$ cat src/rtl/ms_reaction_counter.sv
// Millisecond stopwatch: divides clk into a 1 ms tick and keeps matching packed-BCD and
// binary counts that saturate at MAX_MS, with a synchronous clear from the game controller.
module ms_reaction_counter #(
    parameter int unsigned TICK_DIV = 50000,
    parameter int unsigned MAX_MS   = 99999
) (
    input  logic        clk,
    input  logic        rst_n,
    input  logic        clreset,
    output logic [19:0] count,
    output logic [19:0] count_binary,
    output logic        ms_tick,
    output logic        saturated
);

    localparam int unsigned PscW = (TICK_DIV > 2) ? $clog2(TICK_DIV) : 1;
    localparam logic [PscW-1:0] PscLast = PscW'(TICK_DIV - 1);
    localparam logic [19:0] MaxMs = 20'(MAX_MS);

    logic [PscW-1:0] psc_q;
    logic [19:0]     count_q;
    logic [19:0]     bin_q;
    logic            tick_q;
    logic            sat_q;

    logic [19:0]     bcd_inc;
    logic            at_max;
    logic            psc_wrap;

    assign psc_wrap = (psc_q == PscLast);
    assign at_max   = (bin_q == MaxMs);

    // Ripple the +1 through the digits: a 9 rolls to 0 and passes the carry upward.
    always_comb begin
        logic carry;
        bcd_inc = count_q;
        carry   = 1'b1;
        for (int i = 0; i < 5; i++) begin
            if (carry) begin
                if (count_q[4*i +: 4] == 4'd9) begin
                    bcd_inc[4*i +: 4] = 4'd0;
                end else begin
                    bcd_inc[4*i +: 4] = count_q[4*i +: 4] + 4'd1;
                    carry             = 1'b0;
                end
            end
        end
    end

    always_ff @(posedge clk or negedge rst_n) begin
        if (!rst_n) begin
            psc_q   <= '0;
            count_q <= '0;
            bin_q   <= '0;
            tick_q  <= 1'b0;
            sat_q   <= 1'b0;
        end else if (clreset) begin
            psc_q   <= '0;
            count_q <= '0;
            bin_q   <= '0;
            tick_q  <= 1'b0;
            sat_q   <= 1'b0;
        end else if (psc_wrap) begin
            psc_q <= '0;
            if (at_max) begin
                tick_q <= 1'b0;
                sat_q  <= 1'b1;
            end else begin
                count_q <= bcd_inc;
                bin_q   <= bin_q + 20'd1;
                tick_q  <= 1'b1;
            end
        end else begin
            psc_q  <= psc_q + 1'b1;
            tick_q <= 1'b0;
        end
    end

    assign count        = count_q;
    assign count_binary = bin_q;
    assign ms_tick      = tick_q;
    assign saturated    = sat_q;

endmodule

$ cat config.mk
export PLATFORM = sky130hd
export DESIGN_NAME = ms_reaction_counter
export DESIGN_NICKNAME = d
export VERILOG_FILES = /design/src/rtl/ms_reaction_counter.sv
export SDC_FILE = /design/constraint.sdc
export NUM_CORES = 1
export LEC_CHECK = 0
export CAP_MARGIN = 0
export CELL_PAD_IN_SITES_DETAIL_PLACEMENT = 1
export CELL_PAD_IN_SITES_GLOBAL_PLACEMENT = 1
export CORE_UTILIZATION = 38
export CTS_CLUSTER_DIAMETER = 40
export DETAILED_ROUTE_END_ITERATION = 8
export PLACE_DENSITY = 0.75
export SYNTH_ARGS = -nofsm -noshare
export SYNTH_HDL_FRONTEND = slang
export SYNTH_SLANG_ARGS = --single-unit
export TNS_END_PERCENT = 30
$ cat constraint.sdc
create_clock -name clk -period 2 [get_ports clk]
set_input_delay 0.4 -clock clk [delete_from_list [all_inputs] [get_ports clk]]
set_output_delay 0.4 -clock clk [all_outputs]
set_load 0.03 [all_outputs]
Yosys cells after proc, flatten, opt, wreduce, memory -nomap -nowiden
Index checks and enable logic that the tools add are counted.
- register bits: 58
- word-level logic and storage cells: 66
- add/subtract/negate cells: 7
- equal/unequal tests: 8
- mux-type cells: 30
- reductions and logical operators: 12
- operators with widths (cell ; number):
    $mux 20 ; 6
    $mux 4 ; 9
    $mux 16 ; 2
    $add 20x1->20 const B ; 1
    $add 4x1->4 const B ; 5
    $eq 20x17->1 const B ; 1
    $eq 4x4->1 const B ; 5
    $add 16x1->16 const B ; 1
    $eq 16x16->1 const B ; 1
    $mux 1 ; 13
    $reduce_and 3->1 ; 4
    $reduce_bool 2->1 ; 6
    $reduce_and 2->1 ; 2
    $ne 2x2->1 const B ; 1

Depth between registers and ports, before layout
Gate-level depths: netlist (run 1).
- word-level depth: 9
- mapped depth: 9
- mapped depth without buffers: 7

Least setup slack after synthesis (run 1)
No wires, ideal clock.
- path type: reg2reg
- start: register bin_q[0] (netlist: count_binary[0])
- end: register count_q[19] (netlist: count[19])
- library setup time: 0.078 ns
- arrival time: 2.144 ns
- required time: 1.922 ns
- setup slack: -0.222 ns
- stages on the path, launching flop included: 8
- buffers on the path: 1
- period minus slack after synthesis: 2.222 ns
- cell sequence: dfrtp_1 -> ha_1 -> and4_1 -> nand3_1 -> buf_2 -> o2111ai_1 -> or3_1 -> a21oi_1
- cells in the longest elaborated chain, start to end: 3
- ends and longest elaborated chain (what ; line ; text):
    start, declared ; 22 ; logic [19:0] bin_q;
    start signal, assigned ; 70 ; bin_q <= bin_q + 20'd1;
    $eq 20x17->1 ; 31 ; assign at_max = (bin_q == MaxMs);
    $ne 2x2->1 (no line) ; n/a ;
    $reduce_and 3->1 (no line) ; n/a ;
    end signal, assigned ; 69 ; count_q <= bcd_inc;
    end, declared ; 21 ; logic [19:0] count_q;
No other way between the ends.
A chain may end at the register's enable or synchronous reset.

Final worst setup path (run 1)
- start: register bin_q[14] (netlist: count_binary[14])
- end: register bin_q[5] (netlist: count_binary[5])
- cells in the longest elaborated chain, start to end: 3
- ends and longest elaborated chain (what ; line):
    $eq 20x17->1 ; 31
    $ne 2x2->1 (no line) ; n/a
    $reduce_and 2->1 (no line) ; n/a
No other way between the ends.

==> reports/qor.yml, run 1 <==
route:
  drc_errors: 0
  viasPerCell: 5.455
  drt_iter0_markers: 120
  dr_total_vias: 3011
  routed_wl_um: 9679
  ant_nets: 0
  routedWlPerCell_um: 17.53
  firstDrtPassIters: 4
pwr:
  pwr-share-clk: 0.475
  seqPwrFrac: 0.481
  p_per_area_nw_per_um2: 532.3
  p_switching_mw: 0.5724
  internal-power_mw: 1.899
  peakVddDrop_v: 0.0003435
  fin_total_pwr_mw: 2.471
  switching_share: 0.2316
  p_leak_nw: 1.960
  p_comb_frac: 0.044
cts:
  h-tree-depth: 3
  cts.sinks: 58
  holdBufCountCts: 0
  cts_buffers: 9
  clk_latency_ns: 0.34
  cts_buffer_depth: 2
  cts_tree: "yes"
  cts.clk_slew.worst_paths_ns: 0.07
  cts.root.buffer_cell: "clkbuf_8"
floorplanning:
  die_h_um: 93.99
  die_width_um: 93.99
  start_util: 0.3914
  design.core.area_um2: 8217
  dieArea_um2: 8834
  rows: 33
  ioPinCount: 45
sta:
  setup_viol: 17
  rsz0062_at_grt: "true"
  skew_ns: 0.009624
  slew_violations: 0
  hold_viol_final: 0
  whs_ns: 0.007089
  slew_headroom: 0.6758
  max_freq_ghz: 0.4835
  tightest_slew_ns: 0.4846
  finalCriticalPeriod_ns: 2.068
  fin_crit_sh: 1.034
  setup_slack_ns: -0.06840
  tns_ns: -0.3910
place:
  post_dp_cell_area_um2: 4199
  placed_cells: 525
  dp_slack_ns: -0.09856
  hpwlAfterDp_um: 6308
  gp_congestion: 0.8249
  port_buffers: 44
job:
  drv_cap: 0
finish:
  most-common-layout-cells: "buf_4 (58), dfrtp_1 (47), clkdlybuf4s50_1 (41)"
  final_common_cell: "buf_4"
  syn_to_final_growth_pct: 44.36
  instances_no_fill: 552
  final_util: 0.5649
  diodes: 0
  nets: 457
  drive_gt1_frac: 0.2886
  finish.instance_area_um2: 4642
setup_path:
  critical_path_class: "reg -> reg"
  slowest_delay_ns: 0.53
  cp_common_cell: "buf_6"
  reg2reg_slack_ns: -0.07
  timing.rr.start: "count_binary[14]$_DFFE_PN0P_"
  cp_max_fo: 10
  cp.required_ns: 2.24
  cp_data_arrival_time_ns: 2.31
  crit_slowest_cell: "or4b_4"
  startpoint_type: "flip-flop"
  critPathLaunch: "count_binary[14]$_DFFE_PN0P_"
  crit_chain: "or4b_4, nand4bb_1, buf_6, o21ai_4, buf_6, nor3_1, o21ba_2"
  endpoint_kind: "flip-flop"
logic_synthesis:
  synth_seq_cells: 58
  synth_cell_types: 45
  yosysWarnings: 0
  syn_area_um2: 3216
  synthFlopType: "dfrtp_1"
  synth_edf_count: 0
  async_reset_ff_frac: 1.000
  seq_area_frac_synth: 0.4514
  synth_fp_nets: 348
  syn-instance-count: 333
  avgSynthCellArea_um2: 9.656
outcome:
  violations: "setup timing"
  status: "complete, but fails checks"
global_route:
  grt_antenna_before_repair: 0
  grt_overflow: 0
  grt_max_degree: 22
  grt_pass1_wl_um: 15440
  grt_pass1_vias: 3123
  track_usage: 0.2274
worst_hold_path:
  hold_class: "in -> async"
## layer usage
layer / wire length [um] / vias up / global-route usage
met5: 0 / - / 0
met4: 173 / 0 / 0.08718
met3: 228 / 17 / 0.03560
met2: 5010 / 48 / 0.3808
met1: 4266 / 1541 / 0.2938
li1: - / 1405 / -
## power groups by stage
stage	Clock, mW	Sequential (mW)	Combinational, mW
6_report	1.17	1.19	0.109
3_5_place_dp	0	1.21	0.106
3_3_place_gp	0	1.21	0.103
2_1_floorplan	0	1.22	0.0303
5_1_grt	1.24	1.19	0.122
4_1_cts	1.18	1.19	0.110
## cell type report
class                   count  area (um2)
repair buffers            112        1008
well taps                 105       131.4
multi-input cells         248        1780
clock inverters             2       35.03
fillers                   927        3575
flip-flops and latches     58        1465
inverters                  13       48.80
clock buffers              14       172.7
## logic make-up after synthesis
kind of cell / count (synthesis) / synth area share
fa+ha+maj: 12 / 0.04669
buf+inv: 27 / 0.04280
xor+xnor: 28 / 0.07627
mux: 2 / 0.006615
compound gates: 50 / 0.1043
flops: 58 / 0.4514
simple gates: 156 / 0.2720
## Yosys cell counts, types with 9 or more instances
master    count  area [um2]
nor2_1       40       150.1
xor2_1       14       122.6
dfrtp_1      58        1451
xnor2_1      14       122.6
inv_1        13       48.80
clkbuf_1      9       33.78
or4_1         9       67.56
or3_1        11       68.82
nand2_1      22       82.58
nand3_1      15       75.07
a21oi_1      19       95.09
ha_1         12       150.1
o21ai_0      10       50.05
## flip-flops by register name, indices dropped and copies added, names as in the netlist
signal,cells
saturated,1
ms_tick,1
count_binary,20
psc_q,16
count,20
## critical path: cells and delay by family, from the launching register on
family / cells / cell delay (ns)
DFF: 1 / 0.40
and+or+nand+nor: 3 / 0.80
AOI/OAI and AO/OA: 2 / 0.41
buffers and inverters: 2 / 0.35
## final timing paths
check                                          endpoint  depth (start not counted)
setup / recovery            count_binary[5]$_DFFE_PN0P_                          7
hold / removal                    count[14]$_DFFE_PN0P_                          1
setup reg to reg            count_binary[5]$_DFFE_PN0P_                          7
hold reg to reg                   saturated$_DFFE_PN0P_                          2
max in group asynchronous  count_binary[14]$_DFFE_PN0P_                          2
min in group clk                  saturated$_DFFE_PN0P_                          2
## timing repair
action                     4_1_cts  5_1_grt
cloned                           0        1
setup buffers                    5        5
setup endpoints to repair       19       37
gates resized for setup         11       24
pin swaps                        3        7
Note: power is estimated with default switching activity, not from simulation.
==> run 2, diff against run 1 <==
--- a/config.mk
+++ b/config.mk
@@ -11,6 +11,7 @@
 export CORE_UTILIZATION = 38
 export CTS_CLUSTER_DIAMETER = 40
 export DETAILED_ROUTE_END_ITERATION = 8
+export GPL_ROUTABILITY_DRIVEN = 0
 export PLACE_DENSITY = 0.75
 export SYNTH_ARGS = -nofsm -noshare
 export SYNTH_HDL_FRONTEND = slang
==> results of run 2 <==
Final layout, timing and power as in run 1 (identical DEF).
==> run 3, diff against run 2 <==
--- a/config.mk
+++ b/config.mk
@@ -8,11 +8,12 @@
 export CAP_MARGIN = 0
 export CELL_PAD_IN_SITES_DETAIL_PLACEMENT = 1
 export CELL_PAD_IN_SITES_GLOBAL_PLACEMENT = 1
+export CORE_MARGIN = 3
 export CORE_UTILIZATION = 38
 export CTS_CLUSTER_DIAMETER = 40
 export DETAILED_ROUTE_END_ITERATION = 8
 export GPL_ROUTABILITY_DRIVEN = 0
-export PLACE_DENSITY = 0.75
+export PLACE_DENSITY = 0.79
 export SYNTH_ARGS = -nofsm -noshare
 export SYNTH_HDL_FRONTEND = slang
 export SYNTH_SLANG_ARGS = --single-unit
==> constraint.sdc (replaced) <==
create_clock -name clk -period 2 [get_ports clk]
set_input_delay 0.4 -clock clk [delete_from_list [all_inputs] [get_ports clk]]
set_output_delay 0.4 -clock clk [all_outputs]
set_load 0.02 [all_outputs]
==> reports/qor.yml, run 3 (synthesis results as in run 1) <==
sta:
  rsz0062_at_grt: "true"
  fin_crit_sh: 1.065  # +0.03067
  slew_violations: 0  # unchanged
  tightest_slew_ns: 0.6652  # +0.1806 ns
  skew_ns: 0.009519  # -0.0001048 ns
  hold_viol_final: 0  # unchanged
  setup_slack_ns: -0.1297  # -0.06135 ns
  finalCriticalPeriod_ns: 2.130  # +0.06135 ns
  setup_viol: 27  # +10
  max_freq_ghz: 0.4695  # -2.9%
  slew_headroom: 0.5552  # -0.1205
cts:
  cts_buffers: 9  # unchanged
  holdBufCountCts: 0  # unchanged
  clk_latency_ns: 0.35  # about the same
  cts.root.buffer_cell: "clkbuf_8"
  cts.clk_slew.worst_paths_ns: 0.07  # about the same
  h-tree-depth: 3  # unchanged
  cts_tree: "yes"
  cts_buffer_depth: 2  # unchanged
  cts.sinks: 58  # unchanged
finish:
  nFillCells: 886  # -4.4%
  drive_gt1_frac: 0.3355  # +0.04692
  nets: 469  # +2.6%
  syn_to_final_growth_pct: 50.31
  instances_no_fill: 561  # +1.6%
  diodes: 0  # unchanged
  most-common-layout-cells: "buf_4 (67), dfrtp_1 (51), clkdlybuf4s50_1 (42)"
  final_common_cell: "buf_4"
setup_path:
  critPathLaunch: "psc_q[5]$_DFF_PN0_"
  crit_end: "count_binary[12]$_DFFE_PN0P_"
  timing.rr.start: "psc_q[5]$_DFF_PN0_"
  reg2reg_to: "count_binary[12]$_DFFE_PN0P_"
  cp.required_ns: 2.23  # about the same
  endpoint_kind: "flip-flop"
  reg2reg_slack_ns: -0.13  # -0.06 ns
  cp_data_arrival_time_ns: 2.36  # +0.05 ns
  critical_path_class: "reg -> reg"
  reg2regPathDepth: 8  # +1
  cp_max_fo: 5  # -5
  startpoint_type: "flip-flop"
floorplanning:
  die_h_um: 97.99  # +4.3%
  start_util: 0.4036  # +0.01223
  die_width_um: 97.99  # +4.3%
  rows: 32  # -3.0%
  design.core.area_um2: 7968  # -3.0%
  ioPinCount: 45  # unchanged
  dieArea_um2: 9602  # +8.7%
route:
  dr_total_vias: 3197  # +6.2%
  routed_wl_um: 11910  # +23%
  viasPerCell: 5.699  # +4.5%
  firstDrtPassIters: 4  # unchanged
  ant_nets: 0  # unchanged
  drt_iter0_markers: 161  # +34%
  drc_errors: 0  # unchanged
  routedWlPerCell_um: 21.22  # +21%
global_route:
  track_usage: 0.2154  # -0.01197
  grt_pass1_vias: 3414  # +9.3%
  grt_pass1_wl_um: 16800  # +8.8%
  grt_antenna_before_repair: 0  # unchanged
  grt_max_degree: 59  # +170%
  grt_overflow: 0  # unchanged
outcome:
  status: "complete, but fails checks"
  violations: "setup timing"
place:
  port_buffers: 44  # unchanged
  placed_cells: 533  # +1.5%
  hpwlAfterDp_um: 6768  # +7.3%
pwr:
  peakVddDrop_v: 0.0003512  # +2.2%
  p_per_area_nw_per_um2: 527.0  # -1.0%
  p_leak_nw: 2.123  # +8.3%
  fin_total_pwr_mw: 2.547  # +3.1%
job:
  drv_cap: 0  # unchanged
worst_hold_path:
  hold_class: "in -> async"
-- run 3: critical path, cell delays in order, from the launching register on --
cell and delay (ns):
dfrtp_1 0.43, nor4b_4 0.34, buf_4 0.15, buf_4 0.10
nand4_1 0.18, buf_2 0.27, nor4_4 0.30, xnor2_1 0.17
nor2_1 0.07
-- run 3: power breakdown --
part           internal (mW)  total, mW  leakage, nW  switching, mW
clock                  0.732       1.25        0.109          0.520
sequential              1.18       1.19        0.796        0.00750
combinational         0.0381      0.107         1.22         0.0692
-- run 3: how the worst min path moves through the flow --
stage,start,end,slack [ns],cells after the start
final,rst_n,count[15]$_DFFE_PN0P_,0.05,2
after global routing,rst_n,count[14]$_DFFE_PN0P_,0.07,2
after CTS,rst_n,count[13]$_DFFE_PN0P_,0.06,2
after detailed placement,rst_n,count[13]$_DFFE_PN0P_,0.44,2
after global placement,rst_n,count[13]$_DFFE_PN0P_,0.43,2
after floorplan,rst_n,count[0]$_DFFE_PN0P_,0.10,0
-- run 3: final cells by class --
| class | count | area, um2 | share of cell area |
|---|---|---|---|
| clock buffers | 11 | 141.4 | 0.02925 |
| clock inverters | 5 | 77.57 | 0.01605 |
| inverters | 13 | 48.80 | 0.01010 |
| repair buffers | 124 | 1099 | 0.2273 |
| flip-flops and latches | 58 | 1460 | 0.3021 |
| multi-input cells | 248 | 1879 | 0.3888 |
| well taps | 102 | 127.6 | 0.02640 |
-- run 3: what timing repair did --
| action | 4_1_cts | 5_1_grt |
|---|---|---|
| pin swaps | 16 | 22 |
| setup endpoints to repair | 21 | 40 |
| gates resized for setup | 22 | 39 |
| buffers inserted | 8 | 3 |
| cloned | 0 | 1 |
-- run 3: through the flow --
stage               worst slack [ns]  hold WS, ns  TNS [ns]  area [um2]  utilization
floorplan                    -0.1102       0.1044   -0.5118        3237            -
global placement            -0.01059       0.4297  -0.01775        4245       0.5328
detailed placement          -0.09547       0.4365   -0.8814        4245       0.5328
CTS                         -0.05180      0.06195   -0.4133        4611       0.5787
global route                 -0.2219      0.06809    -5.652        4833       0.6066
finish                       -0.1297      0.04533    -2.174        4833       0.6066
-- run 3: metal layers --
layer | routed length [um] | up-vias | global-route usage
met5 | 0 | - | 0
met1 | 4931 | 1660 | 0.2660
met3 | 344 | 32 | 0.03714
met4 | 474 | 0 | 0.09798
li1 | - | 1428 | -
met2 | 6154 | 77 | 0.3670
